### config.mk
export PLATFORM = sky130hd
export DESIGN_NAME = tilt_frame_sequencer
export DESIGN_NICKNAME = d
export VERILOG_FILES = /design/src/rtl/tilt_pkg.sv /design/src/rtl/tilt_tag_delay.sv /design/src/rtl/tilt_frame_sequencer.sv
export SDC_FILE = /design/constraint.sdc
export NUM_CORES = 1
export LEC_CHECK = 0
export ABC_AREA = 1
export CORE_AREA = 2 2 98 109
export DETAILED_ROUTE_END_ITERATION = 6
export DIE_AREA = 0 0 100 111
export GPL_TIMING_DRIVEN = 0
export HOLD_SLACK_MARGIN = 0.06
export PLACE_DENSITY_LB_ADDON = 0.1
export SYNTH_ARGS = -nofsm -noshare
export SYNTH_HDL_FRONTEND = slang
export SYNTH_SLANG_ARGS = --single-unit
### constraint.sdc
create_clock -name clk -period 4.6 [get_ports clk]
set_clock_uncertainty 0.15 [all_clocks]
set_input_delay 0.92 -clock clk [delete_from_list [all_inputs] [get_ports clk]]
set_output_delay 0.92 -clock clk [all_outputs]
set_load 0.05 [all_outputs]
### src/rtl/tilt_pkg.sv
// Shared definitions for the tilt-correction frame sequencer:
// default frame geometry, derived Sobel grid size, coordinate widths, phase codes.
package tilt_pkg;

  localparam int IMG_W_DEF     = 80;
  localparam int IMG_H_DEF     = 40;
  localparam int SOBEL_LAT_DEF = 3;
  localparam int ANGLE_TO_DEF  = 64;

  localparam int KW_DEF = IMG_W_DEF - 2;
  localparam int KH_DEF = IMG_H_DEF - 2;

  localparam int XW_DEF = $clog2(IMG_W_DEF);
  localparam int YW_DEF = $clog2(IMG_H_DEF);

  typedef enum logic [2:0] {
    PH_IDLE   = 3'd0,
    PH_LOAD   = 3'd1,
    PH_FLUSH  = 3'd2,
    PH_BW     = 3'd3,
    PH_SEARCH = 3'd4,
    PH_ANGLE  = 3'd5,
    PH_DONE   = 3'd6
  } phase_e;

  // Width of a counter that must hold 0..n-1, never narrower than 1 bit.
  function automatic int cnt_w(input int n);
    return (n <= 2) ? 1 : $clog2(n);
  endfunction

endpackage

### src/rtl/tilt_tag_delay.sv
// Window-coordinate tag delay line: a DEPTH-deep shift of {v,x,y} that advances
// only on i_ce, so tags stay aligned with the Sobel window through input stalls.
// Ports: clk, rst (async high), i_clr (sync clear), i_ce, i_v/i_x/i_y in, o_v/o_x/o_y out.
module tilt_tag_delay
  import tilt_pkg::*;
#(
  parameter int DEPTH = SOBEL_LAT_DEF,
  parameter int XW    = XW_DEF,
  parameter int YW    = YW_DEF
) (
  input  logic          clk,
  input  logic          rst,
  input  logic          i_clr,
  input  logic          i_ce,
  input  logic          i_v,
  input  logic [XW-1:0] i_x,
  input  logic [YW-1:0] i_y,
  output logic          o_v,
  output logic [XW-1:0] o_x,
  output logic [YW-1:0] o_y
);

  localparam int TW = 1 + XW + YW;

  logic [TW-1:0] r_line [DEPTH];

  always_ff @(posedge clk or posedge rst) begin
    if (rst) begin
      for (int i = 0; i < DEPTH; i++) r_line[i] <= '0;
    end else if (i_clr) begin
      for (int i = 0; i < DEPTH; i++) r_line[i] <= '0;
    end else if (i_ce) begin
      r_line[0] <= {i_v, i_x, i_y};
      for (int i = 1; i < DEPTH; i++) r_line[i] <= r_line[i-1];
    end
  end

  assign {o_v, o_x, o_y} = r_line[DEPTH-1];

endmodule

### src/rtl/tilt_frame_sequencer.sv
// Frame sequencer for the tilt-correction pipeline: pixel load with Sobel write tags,
// flush, BW and corner-search raster scans, CORDIC trigger/timeout, angle latch.
// Ports: clk/rst, start/abort control, in_valid/in_ready stream, stream_ce and
// sob_we/sob_x/sob_y to the Sobel grid, scan_* raster, cordic handshake, status.
module tilt_frame_sequencer
  import tilt_pkg::*;
#(
  parameter  int IMG_W     = IMG_W_DEF,
  parameter  int IMG_H     = IMG_H_DEF,
  parameter  int SOBEL_LAT = SOBEL_LAT_DEF,
  parameter  int ANGLE_TO  = ANGLE_TO_DEF,
  localparam int XW        = $clog2(IMG_W),
  localparam int YW        = $clog2(IMG_H)
) (
  input  logic          clk,
  input  logic          rst,
  input  logic          start,
  input  logic          abort,
  input  logic          in_valid,
  output logic          in_ready,
  output logic          stream_ce,
  output logic          sob_we,
  output logic [XW-1:0] sob_x,
  output logic [YW-1:0] sob_y,
  output logic [2:0]    phase,
  output logic          scan_valid,
  output logic [XW-1:0] scan_x,
  output logic [YW-1:0] scan_y,
  output logic          cordic_start,
  input  logic          cordic_done,
  input  logic [31:0]   degree_in,
  output logic [31:0]   degree_out,
  output logic          done,
  output logic          timeout,
  output logic          busy
);

  localparam int CMAX = (ANGLE_TO > SOBEL_LAT) ? ANGLE_TO : SOBEL_LAT;
  localparam int CW   = cnt_w(CMAX);

  localparam logic [XW-1:0] X_ONE   = XW'(1);
  localparam logic [XW-1:0] X_TWO   = XW'(2);
  localparam logic [XW-1:0] X_LAST  = XW'(IMG_W - 1);
  localparam logic [XW-1:0] X_KLAST = XW'(IMG_W - 3);
  localparam logic [XW-1:0] X_SLAST = XW'(IMG_W - 4);
  localparam logic [YW-1:0] Y_ONE   = YW'(1);
  localparam logic [YW-1:0] Y_TWO   = YW'(2);
  localparam logic [YW-1:0] Y_LAST  = YW'(IMG_H - 1);
  localparam logic [YW-1:0] Y_KLAST = YW'(IMG_H - 3);
  localparam logic [CW-1:0] C_FLUSH = CW'(SOBEL_LAT - 1);
  localparam logic [CW-1:0] C_TO    = CW'(ANGLE_TO - 1);

  phase_e        r_state;
  phase_e        w_state_nxt;
  logic [XW-1:0] r_x;
  logic [XW-1:0] w_x_nxt;
  logic [YW-1:0] r_y;
  logic [YW-1:0] w_y_nxt;
  logic [CW-1:0] r_cnt;
  logic [CW-1:0] w_cnt_nxt;
  logic          r_timeout;
  logic          w_to_nxt;
  logic [31:0]   r_deg;
  logic [31:0]   w_deg_nxt;

  logic          w_tag_ok;
  logic          w_push_v;
  logic [XW-1:0] w_push_x;
  logic [YW-1:0] w_push_y;
  logic          w_tag_v;

  // A pixel completes a 3x3 window once it is at least two in from the top-left.
  assign w_tag_ok = (r_x >= X_TWO) && (r_y >= Y_TWO);

  always_ff @(posedge clk or posedge rst) begin
    if (rst) begin
      r_state   <= PH_IDLE;
      r_x       <= '0;
      r_y       <= '0;
      r_cnt     <= '0;
      r_timeout <= 1'b0;
      r_deg     <= '0;
    end else begin
      r_state   <= w_state_nxt;
      r_x       <= w_x_nxt;
      r_y       <= w_y_nxt;
      r_cnt     <= w_cnt_nxt;
      r_timeout <= w_to_nxt;
      r_deg     <= w_deg_nxt;
    end
  end

  always_comb begin
    w_state_nxt  = r_state;
    w_x_nxt      = r_x;
    w_y_nxt      = r_y;
    w_cnt_nxt    = r_cnt;
    w_to_nxt     = r_timeout;
    w_deg_nxt    = r_deg;
    w_push_v     = 1'b0;
    w_push_x     = '0;
    w_push_y     = '0;
    in_ready     = 1'b0;
    stream_ce    = 1'b0;
    scan_valid   = 1'b0;
    cordic_start = 1'b0;
    done         = 1'b0;

    unique case (r_state)
      PH_IDLE: begin
        if (start) begin
          w_state_nxt = PH_LOAD;
          w_x_nxt     = '0;
          w_y_nxt     = '0;
          w_to_nxt    = 1'b0;
        end
      end

      PH_LOAD: begin
        in_ready  = 1'b1;
        stream_ce = in_valid;
        w_push_v  = w_tag_ok;
        w_push_x  = w_tag_ok ? (r_x - X_TWO) : '0;
        w_push_y  = w_tag_ok ? (r_y - Y_TWO) : '0;
        if (in_valid) begin
          if (r_x == X_LAST) begin
            w_x_nxt = '0;
            if (r_y == Y_LAST) begin
              w_y_nxt     = '0;
              w_cnt_nxt   = '0;
              w_state_nxt = PH_FLUSH;
            end else begin
              w_y_nxt = r_y + 1'b1;
            end
          end else begin
            w_x_nxt = r_x + 1'b1;
          end
        end
      end

      // Push empty tags so the last real windows drain out of the Sobel pipe.
      PH_FLUSH: begin
        stream_ce = 1'b1;
        if (r_cnt == C_FLUSH) begin
          w_cnt_nxt   = '0;
          w_x_nxt     = '0;
          w_y_nxt     = '0;
          w_state_nxt = PH_BW;
        end else begin
          w_cnt_nxt = r_cnt + 1'b1;
        end
      end

      PH_BW: begin
        scan_valid = 1'b1;
        if (r_x == X_KLAST) begin
          w_x_nxt = '0;
          if (r_y == Y_KLAST) begin
            w_x_nxt     = X_ONE;
            w_y_nxt     = Y_ONE;
            w_state_nxt = PH_SEARCH;
          end else begin
            w_y_nxt = r_y + 1'b1;
          end
        end else begin
          w_x_nxt = r_x + 1'b1;
        end
      end

      // Corner search skips the outer border columns and the top row.
      PH_SEARCH: begin
        scan_valid = 1'b1;
        if (r_x == X_SLAST) begin
          w_x_nxt = X_ONE;
          if (r_y == Y_KLAST) begin
            w_x_nxt     = '0;
            w_y_nxt     = '0;
            w_cnt_nxt   = '0;
            w_state_nxt = PH_ANGLE;
          end else begin
            w_y_nxt = r_y + 1'b1;
          end
        end else begin
          w_x_nxt = r_x + 1'b1;
        end
      end

      // The wait counter is zero only on the first ANGLE cycle.
      PH_ANGLE: begin
        cordic_start = (r_cnt == '0);
        if (cordic_done) begin
          w_deg_nxt   = degree_in;
          w_cnt_nxt   = '0;
          w_state_nxt = PH_DONE;
        end else if (r_cnt == C_TO) begin
          w_to_nxt    = 1'b1;
          w_cnt_nxt   = '0;
          w_state_nxt = PH_DONE;
        end else begin
          w_cnt_nxt = r_cnt + 1'b1;
        end
      end

      PH_DONE: begin
        done        = 1'b1;
        w_state_nxt = PH_IDLE;
      end

      default: begin
        w_state_nxt = PH_IDLE;
      end
    endcase

    // Abort leaves the latched angle and timeout flag as they were.
    if (abort) begin
      w_state_nxt = PH_IDLE;
      w_x_nxt     = '0;
      w_y_nxt     = '0;
      w_cnt_nxt   = '0;
      w_to_nxt    = r_timeout;
      w_deg_nxt   = r_deg;
    end
  end

  // Abort also empties the tag line so no stale window leaks into the next frame.
  tilt_tag_delay #(
    .DEPTH (SOBEL_LAT),
    .XW    (XW),
    .YW    (YW)
  ) u_tag (
    .clk   (clk),
    .rst   (rst),
    .i_clr (abort),
    .i_ce  (stream_ce),
    .i_v   (w_push_v),
    .i_x   (w_push_x),
    .i_y   (w_push_y),
    .o_v   (w_tag_v),
    .o_x   (sob_x),
    .o_y   (sob_y)
  );

  assign sob_we     = w_tag_v & stream_ce;
  assign phase      = r_state;
  assign busy       = (r_state != PH_IDLE);
  assign scan_x     = scan_valid ? r_x : '0;
  assign scan_y     = scan_valid ? r_y : '0;
  assign degree_out = r_deg;
  assign timeout    = r_timeout;

endmodule

* Word level (Yosys, flattened, before mapping) *
Cells that the tools add are included.

word-level totals
  logic and storage cells = 121
  output and inout bits = 69
  bits of input ports = 38
  flip-flop bits (word level) = 97

cells by class
  reduce and logical (&&, ||, !) cells = 15
  magnitude comparators = 2
  equal/unequal tests = 26
  muxes and demuxes = 62
  add/subtract/negate cells = 5
  bitwise operators = 2

operator list
  cell                 count
  $mux 6               22
  $mux 42              2
  $mux 7               10
  $mux 3               12
  $pmux 7 s5           1
  $pmux 6 s5           1
  $ne 3x3->1 const B   9
  $pmux 6 s4           1
  $eq 7x7->1 const B   3
  $eq 6x6->1 const B   3
  $pmux 3 s6           1
  $add 6x1->6 const B  2
  $mux 1               10
  $reduce_and 10->1    1
  $eq 3x3->1 const B   3
  $add 7x1->7 const B  1
  $ge 7x2->1 const B   1
  $reduce_and 7->1     1
  $sub 7x2->7 const B  1
  $eq 3x2->1 const B   2
  $eq 6x2->1 const B   1
  $ge 6x2->1 const B   1
  $logic_not 6->1      1
  $ne 2x2->1 const B   3
  other kinds (17)     19

* Longest topological paths before layout *
Gate-level depths: netlist of the first run.

  word-level depth = 6
  mapped depth = 12
  mapped depth without buffers = 11

* Cells and area by module *
A second synthesis of the first run with hierarchy kept.

unflattened totals
  cell total of the unflattened synthesis = 625
  area total of the unflattened synthesis = 5360.1 um^2

by module, submodules not included
  module                instances  sequential area each (um^2)  area each (um^2)  cells each
  tilt_frame_sequencer  1          1376.3                       3423.3            428
  tilt_tag_delay        1          1051.0                       1936.9            197

* Worst setup path after synthesis of the first run *
No wires, ideal clock.

  kind = flip-flop to output port
  from = register r_state[1], in the netlist phase[1]
  to = output scan_x[1]
  path buffers = 2
  data required time = 3.530 ns
  cell stages (with the launch flop) = 8
  arrival = 2.460 ns
  slack = 1.070 ns
  cells stage by stage = dfrtp_1 buf_6 nor2_1 nand2_1 nand2_2 inv_1 clkbuf_1 nor2_1

between the ends
  word-level cells in the longest chain between the ends = 4
  elaborated cells on any way between the ends = 5
  those cells by class = eq/ne: 2; mux: 2; reduce/logical: 1

ends and longest elaborated chain
  item                                      line                         source
  start, declared                           tilt_frame_sequencer.sv:53   phase_e r_state;
  start signal, assigned                    tilt_frame_sequencer.sv:84   r_state <= w_state_nxt;
  $eq 3x3->1 or $eq 3x2->1 (tied branches)  tilt_frame_sequencer.sv:109  unique case (r_state)
  $reduce_or 2->1 (no line) *               n/a
  $mux 1 *                                  tilt_frame_sequencer.sv:109
  via scan_valid                            tilt_frame_sequencer.sv:26   output logic scan_valid,
  $mux 7 *                                  tilt_frame_sequencer.sv:246  assign scan_x = scan_valid ? r_x : '0;
  end, declared                             tilt_frame_sequencer.sv:27   output logic [XW-1:0] scan_x,

The timed path passes the listed nets; every way through them passes the cells marked *.

* Final worst setup path of the first run *
  from = register r_state[1], in the netlist phase[1]
  to = output scan_x[2]

between the ends
  word-level cells in the longest chain between the ends = 4
  elaborated cells on any way between the ends = 5
  those cells by class = eq/ne: 2; mux: 2; reduce/logical: 1

ends and longest elaborated chain
  item                                      line
  $eq 3x3->1 or $eq 3x2->1 (tied branches)  tilt_frame_sequencer.sv:109
  $reduce_or 2->1 (no line) *               n/a
  $mux 1 *                                  tilt_frame_sequencer.sv:109
  $mux 7 *                                  tilt_frame_sequencer.sv:246

Mark *: on every way between the ends. The rest lies on a longest branch, timed or not.

==> qor.yml, run 1 <==
outcome:
  status: "completed"
route:
  drcViolationCount: 0
  vias: 4346
  wl_per_cell_um: 14.0
  wl_mm: 11.8
  vias_per_cell: 5.17
  antenna_left: 0
  drtIter0Drc: 203
  drtPass1Iterations: 5
synthesis:
  seq_area_frac_synth: 0.477
  yosysWarnings: 0
  ys_ff_latch: 97
  synth_area_per_cell_um2: 8.55
  synth_nets: 647
  synthesis.area_um2: 5080
  netlist_instances: 595
  ys_types: 37
clock_tree:
  ctsRootBufferMaster: "clkbuf_16"
  clock_latency_ns: 0.34
  clk_pin_slew_worst_paths_ns: 0.06
  ctsLongestPathBuffers: 2
  htreeDepth: 3
  cts_resized: 0
  cts_buffers: 9
  cts_tree: "yes"
  post_cts_buffers: 0
  clock-sinks: 97
  hold_buffers: 0
finish:
  fin_nets: 765
  fill_cells: 883
  drive_gt1_frac: 0.124
  areaGrowthSynthToFinish_pct: 30.5
  stdcell_area_um2: 6630
  finish.utilization: 0.654
  finalNonFillerCells: 841
  diodes: 0
power:
  p_sw_frac: 0.390
  total_power_mw: 2.73
  sequentialPowerShare: 0.351
  power-per-cell-area_nw_per_um2: 411
  pwr-share-comb: 0.372
  power_frac_clock: 0.277
  intPower_mw: 1.66
  netSwitchingPower_mw: 1.06
  cellLeakagePower_nw: 3.21
  peakVddDrop_uv: 318
global_route:
  use_met1: 0.305
  gr-max-usage-layer: "met2"
  grt_max_degree: 62
  grtUsageMet3: 0.0271
  grt_pass1_vias: 4314
  grt_use_total: 0.225
  met2_usage: 0.366
  overflow: 0
  grt_antenna_before_repair: 0
  grt_first_pass_wirelength_mm: 20.2
setup_path:
  cp_top_family: "buffers and inverters"
  crit_type: "reg -> out"
  cp-start-kind: "flip-flop"
  worst-endpoint-required_ns: 3.53
  cp_cell_sequence: "buf_6 -> nor2_1 -> nand2_1 -> nand2_2 -> inv_1 -> clkbuf_1 -> nor2_1 -> clkdlybuf4s50_1"
  cpPeakStageDelay_ns: 0.83
  critPathBufInv: 4
  slowest_stage: "clkdlybuf4s50_1"
  critPathArrivalTime_ns: 2.96
  endpoint_kind: "output pin"
  cp_max_fo: 10
  cpMostUsedCell: "nor2_1"
die:
  die_area_um2: 11100
  core_um2: 10100
  die_w_um: 100
  initial_core_util: 0.501
  ioPinCount: 107
  die_h_um: 111
  num_rows: 39
sta:
  fmax_mhz: 248
  worst_pin_slew_ns: 0.672
  fin_crit_sh: 0.875
  final_max_slew_viol_count: 0
  finalHoldViolCount: 0
  setup_violations: 0
  rsz0062_at_grt: "no"
  slew_headroom: 0.552
  period_minus_slack_ns: 4.03
flow_run:
  cap_violations: 0
placement:
  numPortBuffers: 106
  postPlaceCellArea_um2: 6330
  gp_congestion: 0.964
  dp_hpwl_mm: 8.74
  placed_cells: 825
min_path:
  hold_path_class: "reg -> reg"
## kinds of logic after synthesis
kind of cell / count (synthesis) / synth area share
and+or+nand+nor: 277 / 0.234
DFF: 97 / 0.477
buffers and inverters: 94 / 0.0839
AOI/OAI and AO/OA: 70 / 0.0800
muxes: 32 / 0.0709
adders and majority gates: 14 / 0.0344
xor gates and xnor gates: 11 / 0.0189
## flip-flops by register name, summed over array words and instances (netlist names)
name          flops
degree_out       32
u_tag.r_line     28
r_x               7
u_tag.o_x         7
r_cnt             6
r_y               6
u_tag.o_y         6
phase             3
timeout           1
u_tag.o_v         1
## synthesized netlist by cell type (all sizes together)
library cell  number  area share
nand3             59       0.059
buf               24       0.032
o211ai             1      0.0015
nor2              60       0.048
nand4              8       0.011
nand3b             2      0.0030
nand2            142        0.11
o31ai             13       0.019
clkinv             1     0.00098
o21ai             46       0.046
or2                1      0.0012
nor3               5      0.0059
a211oi             1      0.0015
clkbuf             7      0.0052
xnor2              3      0.0052
a31oi              1      0.0012
xor2               8       0.014
mux2              32       0.071
o21a               1      0.0015
ha                14       0.034
inv               62       0.046
dfrtp             97        0.48
a21oi              7      0.0091
## path summary, 6_finish.rpt
path | start | cells after the start | slack [ns] | end
setup / recovery | phase[1] | 8 | 0.57 | scan_x[2]
hold / removal | u_tag.o_x[5] | 2 | 0.33 | u_tag.o_x[5]
setup reg to reg | r_x[0] | 8 | 2.38 | r_y[4]
hold reg to reg | u_tag.o_x[5] | 2 | 0.33 | u_tag.o_x[5]
max in group asynchronous | rst | 3 | 2.83 | degree_out[25]
min in group asynchronous | rst | 2 | 0.82 | degree_out[6]
## through the flow
stage	setup TNS [ns]	hold slack, ns	setup slack, ns
5_1_grt	0	0.352	0.420
6_report	0	0.332	0.573
3_3_place_gp	-38.59	0.314	-0.405
4_1_cts	0	0.337	0.567
2_1_floorplan	0	0.300	0.996
3_5_place_dp	0	0.322	0.620
## area by class of cell
type | count | area (um2) | area share
Sequential cell | 97 | 2430 | 0.366
Multi-Input combinational cell | 404 | 2230 | 0.336
Timing Repair Buffer | 107 | 1090 | 0.164
Inverter | 63 | 240 | 0.0362
Clock buffer | 10 | 239 | 0.0360
Buffer | 31 | 189 | 0.0285
Tap cell | 123 | 154 | 0.0232
Clock inverter | 6 | 65.1 | 0.00981
## routing by layer
layer | up-vias | share of wire
met5 | - | 0
li1 | 2164 | -
met4 | 0 | 0.025
met3 | 21 | 0.053
met1 | 2021 | 0.44
met2 | 140 | 0.48
## power by group through the flow
stage                     Clock (mW)  Sequential, mW  Combinational [mW]
after floorplan                    0            1.15               0.516
after global placement             0           0.969                1.00
after detailed placement           0           0.973                1.01
after CTS                      0.770           0.957                1.02
after global routing           0.811           0.966                1.10
final                          0.754           0.957                1.02
## placed cells by master, fill, tap and decap left out, types with 4 or more instances in the layout
cell type        Yosys  final
nand3_1             58     58
nand4_1              7      7
clkbuf_16            0      9
mux2_2              31     31
nand2_1            139    139
o31ai_1             13     13
a21oi_1              6      6
o21ai_0             44     44
clkbuf_1             7      7
dfrtp_1             97     97
clkdlybuf4s50_1      0    106
nor2_1              58     58
buf_4               15     15
buf_2                7      7
inv_1               57     56
ha_1                14     14
xor2_1               8      8
inv_2                5      5
nor3_1               4      4
## worst register-to-register path: stages, from the launching register on
cell	delay [ns]
dfrtp_1	0.47
inv_1	0.21
ha_1	0.17
nand3_1	0.11
o21ai_0	0.31
nand3_1	0.13
nor2_1	0.24
buf_4	0.22
o21ai_0	0.09
No activity file was read; power rests on OpenSTA's default activity.
==> run 2, diff against run 1 <==
--- a/config.mk
+++ b/config.mk
@@ -7,6 +7,7 @@
 export LEC_CHECK = 0
 export ABC_AREA = 1
 export CORE_AREA = 2 2 98 109
+export CTS_BUF_LIST = sky130_fd_sc_hd__clkbuf_16
 export DETAILED_ROUTE_END_ITERATION = 6
 export DIE_AREA = 0 0 100 111
 export GPL_TIMING_DRIVEN = 0
==> qor.yml, run 2 (synthesis results as in run 1) <==
setup_path:
  rrSetupSlack_ns: 2.38  # about the same
  cp_top_family: "buffers and inverters"
  cp-start-kind: "flip-flop"
  crit_type: "reg -> out"
  cpMostUsedCell: "nor2_1"
  critPathArrivalTime_ns: 2.95  # about the same
  critPathBufInv: 4  # unchanged
  endpoint_kind: "output pin"
  worst-endpoint-required_ns: 3.53  # about the same
  slowest_stage: "clkdlybuf4s50_1"
  ff2ff_path_depth: 8  # unchanged
  cpPeakStageDelay_ns: 0.83  # about the same
  timing.rr.start: "r_x[0]"
  r2r_end: "r_y[4]"
  cp_max_fo: 10  # unchanged
  cp_cell_sequence: "buf_6 -> nor2_1 -> nand2_1 -> nand2_2 -> inv_1 -> clkbuf_1 -> nor2_1 -> clkdlybuf4s50_1"
route:
  drtIter0Drc: 195  # -3.9%
  wl_mm: 11.8  # about the same
  vias_per_cell: 5.19  # +0.39%
  wl_per_cell_um: 14.0  # about the same
  drtPass1Iterations: 5  # unchanged
  drcViolationCount: 0  # unchanged
  antenna_left: 0  # unchanged
  vias: 4363  # +0.39%
global_route:
  grt_first_pass_wirelength_mm: 20.1  # -0.24%
  overflow: 0  # unchanged
  grt_pass1_vias: 4306  # -0.19%
  grt_antenna_before_repair: 0  # unchanged
  grt_use_total: 0.225  # -0.000534
  grt_max_degree: 62  # unchanged
finish:
  finalNonFillerCells: 841  # unchanged
  drive_gt1_frac: 0.123  # -0.00139
  fin_nets: 765  # unchanged
  layout_common_cells: "139 x nand2_1, 106 x clkdlybuf4s50_1, 97 x dfrtp_1"
  largest_register_ffs: 32  # unchanged
  areaGrowthSynthToFinish_pct: 30.3
  layout_commonest_cell: "nand2_1"
  diodes: 0  # unchanged
min_path:
  hold_depth: 2  # unchanged
  hold_path_class: "reg -> reg"
  worstHoldStart: "u_tag.o_x[5]"
  hold_path_end: "u_tag.o_x[5]"
die:
  num_rows: 39  # unchanged
  core_um2: 10100  # unchanged
  die_w_um: 100  # unchanged
  die_area_um2: 11100  # unchanged
  ioPinCount: 107  # unchanged
  die_h_um: 111  # unchanged
  initial_core_util: 0.501  # unchanged
power:
  peakVddDrop_uv: 320  # +0.62%
  power-per-cell-area_nw_per_um2: 409  # -0.43%
  total_power_mw: 2.71  # -0.58%
  cellLeakagePower_nw: 3.21  # -0.17%
sta:
  fmax_mhz: 249  # about the same
  rsz0062_at_grt: "no"
  finalHoldViolCount: 0  # unchanged
  layout_setup_ws_ns: 0.577  # +0.00306 ns
  slew_headroom: 0.546  # -0.00623
  final_max_slew_viol_count: 0  # unchanged
  setup_violations: 0  # unchanged
  period_minus_slack_ns: 4.02  # -0.00306 ns
  fin_crit_sh: 0.875  # about the same
  worst_pin_slew_ns: 0.681  # +0.00934 ns
clock_tree:
  cts_buffers: 9  # unchanged
  cts_resized: 0  # unchanged
  post_cts_buffers: 0  # unchanged
  clock_latency_ns: 0.34  # about the same
  ctsLongestPathBuffers: 2  # unchanged
  ctsRootBufferMaster: "clkbuf_16"
  hold_buffers: 0  # unchanged
  htreeDepth: 3  # unchanged
  clk_pin_slew_worst_paths_ns: 0.06  # about the same
  clock-sinks: 97  # unchanged
  cts_tree: "yes"
placement:
  dp_hpwl_mm: 8.74  # unchanged
  dpl_worst_slack_ns: 0.620  # unchanged
  numPortBuffers: 106  # unchanged
  placed_cells: 825  # unchanged
  gp_congestion: 0.964  # unchanged
flow_run:
  cap_violations: 0  # unchanged
outcome:
  status: "completed"
[run 2: worst max-delay path by stage]
stage	startpoint	end	slack, ns	depth (start not counted)
floorplan	rst	degree_out[0]	1.0	1
global placement	rst	u_tag.r_line[31]	-0.40	2
detailed placement	in_valid	sob_we	0.62	5
CTS	phase[1]	scan_x[2]	0.57	8
global route	phase[1]	scan_x[2]	0.42	8
finish	phase[1]	scan_x[2]	0.58	8
[run 2: report_power, final]
part | switching [mW] | internal, mW
logic | 0.702 | 0.315
registers | 0.0448 | 0.912
clock network | 0.318 | 0.420
total | 1.06 | 1.65
[run 2: metrics by stage]
step	hold WS, ns	utilization	area, um2	setup TNS, ns
final	0.336	0.653	6620	0
after global routing	0.352	0.653	6620	0
after CTS	0.337	0.653	6620	0
after detailed placement	0.322	0.624	6330	0
after global placement	0.314	0.621	6300	-38.59
after floorplan	0.300	-	5080	0
[run 2: routing by layer]
layer,vias up,track usage,part of all wire
met2,131,0.365,0.48
met4,0,0.0959,0.024
met3,19,0.0271,0.054
met5,-,0,0
li1,2171,-,-
met1,2042,0.304,0.44
[run 2: final cells by class]
cell class	instances	area [um2]
fillers	882	3530
flip-flops and latches	97	2430
multi-input cells	404	2230
repair buffers	107	1090
inverters	63	240
clock buffers	9	225
plain buffers	31	189
well taps	123	154
clock inverters	7	68.8
[run 2: worst min-delay path: stages, from the launching register on]
cell and delay, ns:
dfrtp_1 0.34, nand2_1 0.06, o31ai_1 0.05
==> run 3, diff against run 2 <==
--- a/config.mk
+++ b/config.mk
@@ -16,3 +16,4 @@
 export SYNTH_ARGS = -nofsm -noshare
 export SYNTH_HDL_FRONTEND = slang
 export SYNTH_SLANG_ARGS = --single-unit
+export TNS_END_PERCENT = 100
==> results of run 3 <==
No change in the layout: final DEF, timing and power equal those of run 2.
